--- config.mk ---
export PLATFORM = sky130hd
export DESIGN_NAME = switch_bounce_gen
export DESIGN_NICKNAME = d
export VERILOG_FILES = /design/src/rtl/switch_bounce_gen.sv
export SDC_FILE = /design/constraint.sdc
export NUM_CORES = 1
export LEC_CHECK = 0
export CAP_MARGIN = 25
export CORE_MARGIN = 2
export CORE_UTILIZATION = 40
export DETAILED_ROUTE_END_ITERATION = 10
export PLACE_DENSITY = 0.68
export SLEW_MARGIN = 20
export SYNTH_ARGS = -nofsm -noshare
export SYNTH_HDL_FRONTEND = slang
export SYNTH_SLANG_ARGS = --single-unit
--- constraint.sdc ---
create_clock -name clk -period 5 [get_ports clk]
set_input_delay 1.5 -clock clk [delete_from_list [all_inputs] [get_ports clk]]
set_output_delay 1.5 -clock clk [all_outputs]
set_load 0.1 [all_outputs]
--- src/rtl/switch_bounce_gen.sv ---
// Mechanical-switch emulator: turns a clean level request into a bouncing sw_out
// (odd toggle burst, settle interval, one-cycle done pulse).
module switch_bounce_gen #(
  parameter int          SEG_CYCLES    = 150000,
  parameter int          BOUNCES       = 3,
  parameter int          SETTLE_CYCLES = 500000,
  parameter bit          JITTER_EN     = 1'b0,
  parameter int          JITTER_W      = 12,
  parameter logic [15:0] LFSR_SEED     = 16'hACE1,
  parameter logic        RESET_LEVEL   = 1'b0,
  parameter int          CNT_W         = 24
) (
  input  logic       clk,
  input  logic       reset,
  input  logic       start,
  input  logic       target_level,
  output logic       sw_out,
  output logic       busy,
  output logic       done,
  output logic [3:0] toggle_cnt
);

  localparam int REM_W = (BOUNCES > 0) ? $clog2(2 * BOUNCES + 1) : 1;

  typedef enum logic [1:0] {IDLE, BOUNCE, SETTLE, DONE} state_t;

  state_t             state_reg, state_next;
  logic [15:0]        lfsr_reg;
  logic [CNT_W-1:0]   cnt_reg, cnt_next;
  logic [REM_W-1:0]   rem_reg, rem_next;
  logic               sw_reg, sw_next;
  logic [3:0]         tcnt_reg, tcnt_next;
  logic [CNT_W-1:0]   seg_len;
  logic [3:0]         tcnt_inc;
  logic               lfsr_fb;

  // Fibonacci taps 16,14,13,11; free-running so jitter differs between requests
  assign lfsr_fb = lfsr_reg[15] ^ lfsr_reg[13] ^ lfsr_reg[12] ^ lfsr_reg[10];

  generate
    if (JITTER_EN) begin : g_jitter
      assign seg_len = CNT_W'(SEG_CYCLES) + CNT_W'(lfsr_reg[JITTER_W-1:0]);
    end else begin : g_fixed
      assign seg_len = CNT_W'(SEG_CYCLES);
    end
  endgenerate

  assign tcnt_inc = (tcnt_reg == 4'hF) ? tcnt_reg : tcnt_reg + 4'd1;

  always_ff @(posedge clk) begin
    if (reset) begin
      state_reg <= IDLE;
      lfsr_reg  <= LFSR_SEED;
      cnt_reg   <= '0;
      rem_reg   <= '0;
      sw_reg    <= RESET_LEVEL;
      tcnt_reg  <= 4'd0;
    end else begin
      state_reg <= state_next;
      lfsr_reg  <= {lfsr_reg[14:0], lfsr_fb};
      cnt_reg   <= cnt_next;
      rem_reg   <= rem_next;
      sw_reg    <= sw_next;
      tcnt_reg  <= tcnt_next;
    end
  end

  always_comb begin
    state_next = state_reg;
    cnt_next   = cnt_reg;
    rem_next   = rem_reg;
    sw_next    = sw_reg;
    tcnt_next  = tcnt_reg;
    unique case (state_reg)
      IDLE: begin
        if (start) begin
          if (target_level == sw_reg) begin
            state_next = DONE;
            tcnt_next  = 4'd0;
          end else begin
            sw_next   = ~sw_reg;
            tcnt_next = 4'd1;
            rem_next  = REM_W'(2 * BOUNCES);
            if (BOUNCES == 0) begin
              state_next = SETTLE;
              cnt_next   = CNT_W'(SETTLE_CYCLES);
            end else begin
              state_next = BOUNCE;
              cnt_next   = seg_len;
            end
          end
        end
      end
      BOUNCE: begin
        // counter value 1 marks the last cycle of a segment
        if (cnt_reg <= CNT_W'(1)) begin
          sw_next   = ~sw_reg;
          tcnt_next = tcnt_inc;
          rem_next  = rem_reg - REM_W'(1);
          if (rem_reg <= REM_W'(1)) begin
            state_next = SETTLE;
            cnt_next   = CNT_W'(SETTLE_CYCLES);
          end else begin
            cnt_next = seg_len;
          end
        end else begin
          cnt_next = cnt_reg - CNT_W'(1);
        end
      end
      SETTLE: begin
        if (cnt_reg <= CNT_W'(1)) begin
          state_next = DONE;
        end else begin
          cnt_next = cnt_reg - CNT_W'(1);
        end
      end
      DONE: begin
        state_next = IDLE;
      end
      default: begin
        state_next = IDLE;
      end
    endcase
  end

  always_comb begin
    busy = (state_reg == BOUNCE) || (state_reg == SETTLE);
    done = (state_reg == DONE);
  end

  assign sw_out     = sw_reg;
  assign toggle_cnt = tcnt_reg;

endmodule

; Word-level counts from Yosys, hierarchy flattened
; Index checks and enable logic that the tools add are counted.
[totals]
register_bits = 34
inputBits = 4
word_cells = 56
[classes]
n_addsub = 3
order_cmp = 2
eq_ne = 12
mux = 25
bitwise_logic = 1
n_reduce_logical = 8
[ops]
columns = op, count
row1 = two-way mux 24 bit, 4
row2 = one-hot mux 24 bit (3 select lines), 1
row3 = less-or-equal comparator 24 x 1 -> 1 bit (second input constant), 1
row4 = subtractor 24 x 1 -> 24 bit (second input constant), 1
row5 = two-way mux 19 bit, 1
row6 = AND reduction 4 bit, 4
row7 = inequality test 2 bit (second input constant), 7
row8 = two-way mux 4 bit, 3
row9 = two-way mux 2 bit, 5
row10 = two-way mux 3 bit, 3
row11 = one-hot mux 2 bit (4 select lines), 1
row12 = one-hot mux 4 bit (2 select lines), 1
row13 = one-hot mux 3 bit (2 select lines), 1
row14 = adder 4 x 1 -> 4 bit (second input constant), 1
row15 = equality test 2 bit (second input constant), 2
row16 = equality test 4 bit (second input constant), 1
row17 = two-way mux 1 bit, 4
row18 = less-or-equal comparator 3 x 1 -> 1 bit (second input constant), 1
row19 = nonzero test 3 bit, 1
row20 = subtractor 3 x 1 -> 3 bit (second input constant), 1
row21 = equality test 2 x 1 -> 1 bit (second input constant), 1
row22 = logical NOT 2 bit, 1
row23 = one-hot mux 1 bit (2 select lines), 1
row24 = nonzero test 2 bit, 1
row25 = 3 further kinds, 3

; Longest topological paths before layout
[depth]
depth_word = 4
ltp_mapped = 9

; Worst setup path before layout
; OpenSTA, ideal clock, no wires.
[synth_timing]
path_type = in2reg
from = in target_level
to = reg cnt_reg[14]
t_arrival_ns = 2.927
slack_ns = 1.954
path_stages = 6
path_buffers = 0
cell_sequence = xor2_1 -> a21boi_1 -> nor3_1 -> o21ai_1 -> o21a_1 -> o221a_2
[synth_between]
elab_chain_len = 3
[synth_rtl]
columns = item, line
row1 = from (decl), 16  ; input logic target_level,
row2 = equality test 1 bit, 77  ; if (target_level == sw_reg) begin
row3 = inequality test 2 bit (no line), n/a
row4 = AND reduction 4 bit (no line), n/a
row5 = to (signal assigned), 61  ; cnt_reg <= cnt_next;
row6 = to (decl), 29  ; logic [CNT_W-1:0] cnt_reg, cnt_next;
; No other way between the ends.
; A chain may end at the register's enable or synchronous reset.

; Final worst setup path
[layout_timing]
from = reg state_reg[0]
to = out busy
[layout_between]
elab_chain_len = 2
[layout_rtl]
columns = item, line
row1 = from (decl), 27  ; state_t state_reg, state_next;
row2 = from (signal assigned), 59  ; state_reg <= state_next;
row3 = equality test 2 x 1 -> 1 bit / equality test 2 bit (equally long branches), 127  ; busy = (state_reg == BOUNCE) || (state_reg == SETTLE);
row4 = logical OR 1 bit (*), 127
row5 = to (decl), 18  ; output logic busy,
; Mark *: on every way between the ends. The rest lies on a longest branch, timed or not.

==> summary.txt <==
Clock tree
  • Worst-Skew Late Latency: between 0.2 and 0.3 ns
  • Post-CTS Setup Inserts: 0
  • CTS buffer count: 5
  • CTS root buf: clkbuf_8
  • Post-CTS Hold Fix Bufs: 0
  • CTS tree: yes
  • Clock buffer depth: 2
  • Reg clk slew, reported paths: around 0.07 ns
  • Clock tree sinks: 34
  • Htree depth: 2
  • CTS-repair resized insts: 0

Drt
  • Routed vias/inst: approximately 5.8
  • DRC Markers: 0
  • Total wire length: a little over 5000 um
  • DRT Pass-1 Iters: 4
  • Initial DRC count: approximately 130
  • Drt wl/cell: 15.0 um
  • Post-DRT Antenna Nets: 0
  • DR vias: 1,957

STA
  • Max Slew Vio Count: 0
  • Hold_ws: roughly 0.49 ns
  • Max Clock Skew: 0.00636 ns
  • Slew @ Worst Pin: between 0.9 and 1 ns
  • Tmin final: 3.88 ns
  • Setup Viol. Count Final: 0
  • Period utilisation layout: around 78%
  • Max transition margin: 35.4%
  • RSZ-0062 raised after global routing: no
  • Fmax: approximately 260 MHz
  • Setup_tns: 0 ns
  • Final Hold Viols: 0

Worst setup path
  • WP data arrival: approximately 2.4 ns
  • Worst Reg-to-Reg Cells: 6
  • CP required: 3.50 ns
  • CP endpoint kind: primary output
  • Crit-path max FO: 5
  • Startpoint types: flip-flop
  • Crit Path Category: reg2out

Logic synthesis
  • Yosys reg bits: 34
  • Synthesized instance count: approximately 260
  • Post-Synthesis Cell Area: 2110 um2
  • Synth async-reset ratio: 0%
  • Average cell area after synthesis: just over 8 um2
  • Top_reg_cell synth: dfxtp_1
  • Yosys top cell area share: between 30% and 40%
  • Register area share after synthesis: approximately a third
  • Synth area leaders: dfxtp_1 (32%), nor2_1 (6.6%), ha_1 (6.5%), xor2_1 (5.0%), a21oi_1 (3.3%)
  • Net Count, Synth: 272
  • Leading area contributor after synthesis: dfxtp_1
  • EDFF count, synth: 0
  • Synthesis Warnings: 0
  • Post-synth cell types: roughly 60

Power
  • Maximum VDD drop: between 0.3 and 0.4 mV
  • Leakage: slightly below 0.9 nW
  • PwrDens: 643 nW/um2

Global routing
  • Largest net degree at the start of global routing: 18
  • Tot GR Track Use: between 10% and 20%
  • Vias in the first global route: ~1,800
  • First-pass GRT wire length: about 8800 um
  • Gr ovfl total: 0
  • Antenna violations before repair: 0

Cells and area
  • Share of post-route cells with drive strength above 1: around 7.8%
  • Antenna Cells: 0
  • Commonest cells after routing, fill and taps aside: nor2_1 (37), dfxtp_1 (34), nand2_1 (16)
  • Multi-input gate area in the final layout: approximately 1400 um2
  • Final Net Count: 283
  • Area grow syn2layout: 11.7%
  • Commonest non-fill, non-tap cell in the layout: nor2_1
  • Number of flip-flops in the largest register: 24
  • Fillers: approximately 510
  • Reg area: between 600 and 700 um2

Run
  • Max-Cap Viols: 0

Place
  • Hpwl dp: ~3600 um
  • Buffers on Ports: 10
  • Placer Congestion: 0.876

Status
  • Status: complete, no violations

Floorplanning
  • Row cnt: 26
  • Die Span Y: roughly 77 um
  • Starting density of the core: 41.4%
  • Ports: 11
  • Die X-Extent: 76.7 um
  • Die ar.: 5880 um2
  • CORE AREA: 5110 um2

Worst hold path
  • Worst Hold Class: reg2reg
  • Worst Hold Depth: 1
## worst paths after layout
| kind | from | end | slack [ns] |
|---|---|---|---|
| setup reg to reg | cnt_reg[11]$_SDFFE_PP0P_ | cnt_reg[12]$_SDFFE_PP0P_ | 2.37 |
| hold / removal | cnt_reg[15]$_SDFFE_PP0P_ | cnt_reg[15]$_SDFFE_PP0P_ | 0.49 |
| setup / recovery | state_reg[0]$_SDFFE_PP0P_ | busy | 1.12 |
| hold reg to reg | cnt_reg[15]$_SDFFE_PP0P_ | cnt_reg[15]$_SDFFE_PP0P_ | 0.49 |
## where the power goes
part / total (mW) / internal (mW) / switching (mW) / leakage (nW)
Sequential: 0.422 / 0.338 / 0.0839 / 0.278
Combinational: 0.901 / 0.317 / 0.585 / 0.564
Clock: 0.193 / 0.0959 / 0.0967 / 0.0383
Total: 1.52 / 0.751 / 0.765 / 0.880
## stage by stage
step	area [um2]	std cells	power, mW	setup WS (ns)	util, %
floorplan	2110	257	1.12	1.95	-
CTS	2360	338	1.51	1.13	46.2
global placement	2280	331	1.31	1.27	44.7
finish	2360	338	1.52	1.12	46.2
global route	2360	338	1.64	1.08	46.2
detailed placement	2280	331	1.32	1.13	44.7
## final cells by class
| cell class | count | share of cell area, % |
|---|---|---|
| multi-input combinational | 203 | 57.4 |
| sequential | 34 | 28.8 |
| timing repair buffer | 12 | 4.88 |
| tap | 70 | 3.71 |
| clock buffer | 7 | 3.23 |
| inverter | 12 | 1.91 |
## critical path, cell delays in order (launching register included)
cell             delay [ns]
dfxtp_1                0.40
inv_1                  0.12
ha_1                   0.41
clkdlybuf4s50_1        1.17
## synthesized netlist by cell type (2+ instances only)
master,number
a21o_1,2
buf_1,2
o21ai_0,11
nand2_1,16
nor4_1,11
a21oi_1,14
o21a_1,6
nand4b_1,2
or3_1,2
and3_1,2
mux2i_1,2
nor2_1,37
xnor2_1,5
inv_1,10
and2_1,2
ha_1,11
o22a_1,4
nor4_2,2
a22o_1,2
clkinv_1,2
xor2_1,12
nor3_1,9
a311o_1,2
a22oi_1,2
dfxtp_1,34
and4b_1,2
a211oi_1,5
nand3_1,6
clkbuf_1,5
a31o_2,3
a31oi_1,2
nand4_1,3
## kinds of logic (layout without fill, tap and decap cells)
kind of cell / Yosys count / after routing / synth area share, %
buffers and inverters: 20 / 31 / 3.61
DFF: 34 / 34 / 32.2
xor gates and xnor gates: 17 / 17 / 7.05
and+or+nand+nor: 101 / 101 / 25.2
adders and majority gates: 11 / 11 / 6.52
AOI/OAI and AO/OA: 72 / 72 / 24.5
muxes: 2 / 2 / 0.948
## layer usage
metal | up-vias | track usage [%] | share of wire, %
li1 | 983 | - | -
met1 | 916 | 25.6 | 48
met2 | 52 | 28.4 | 46
met3 | 6 | 2.82 | 4.4
met4 | 0 | 6.91 | 1.8
met5 | - | 0 | 0
(Power assumes the default switching activity.)
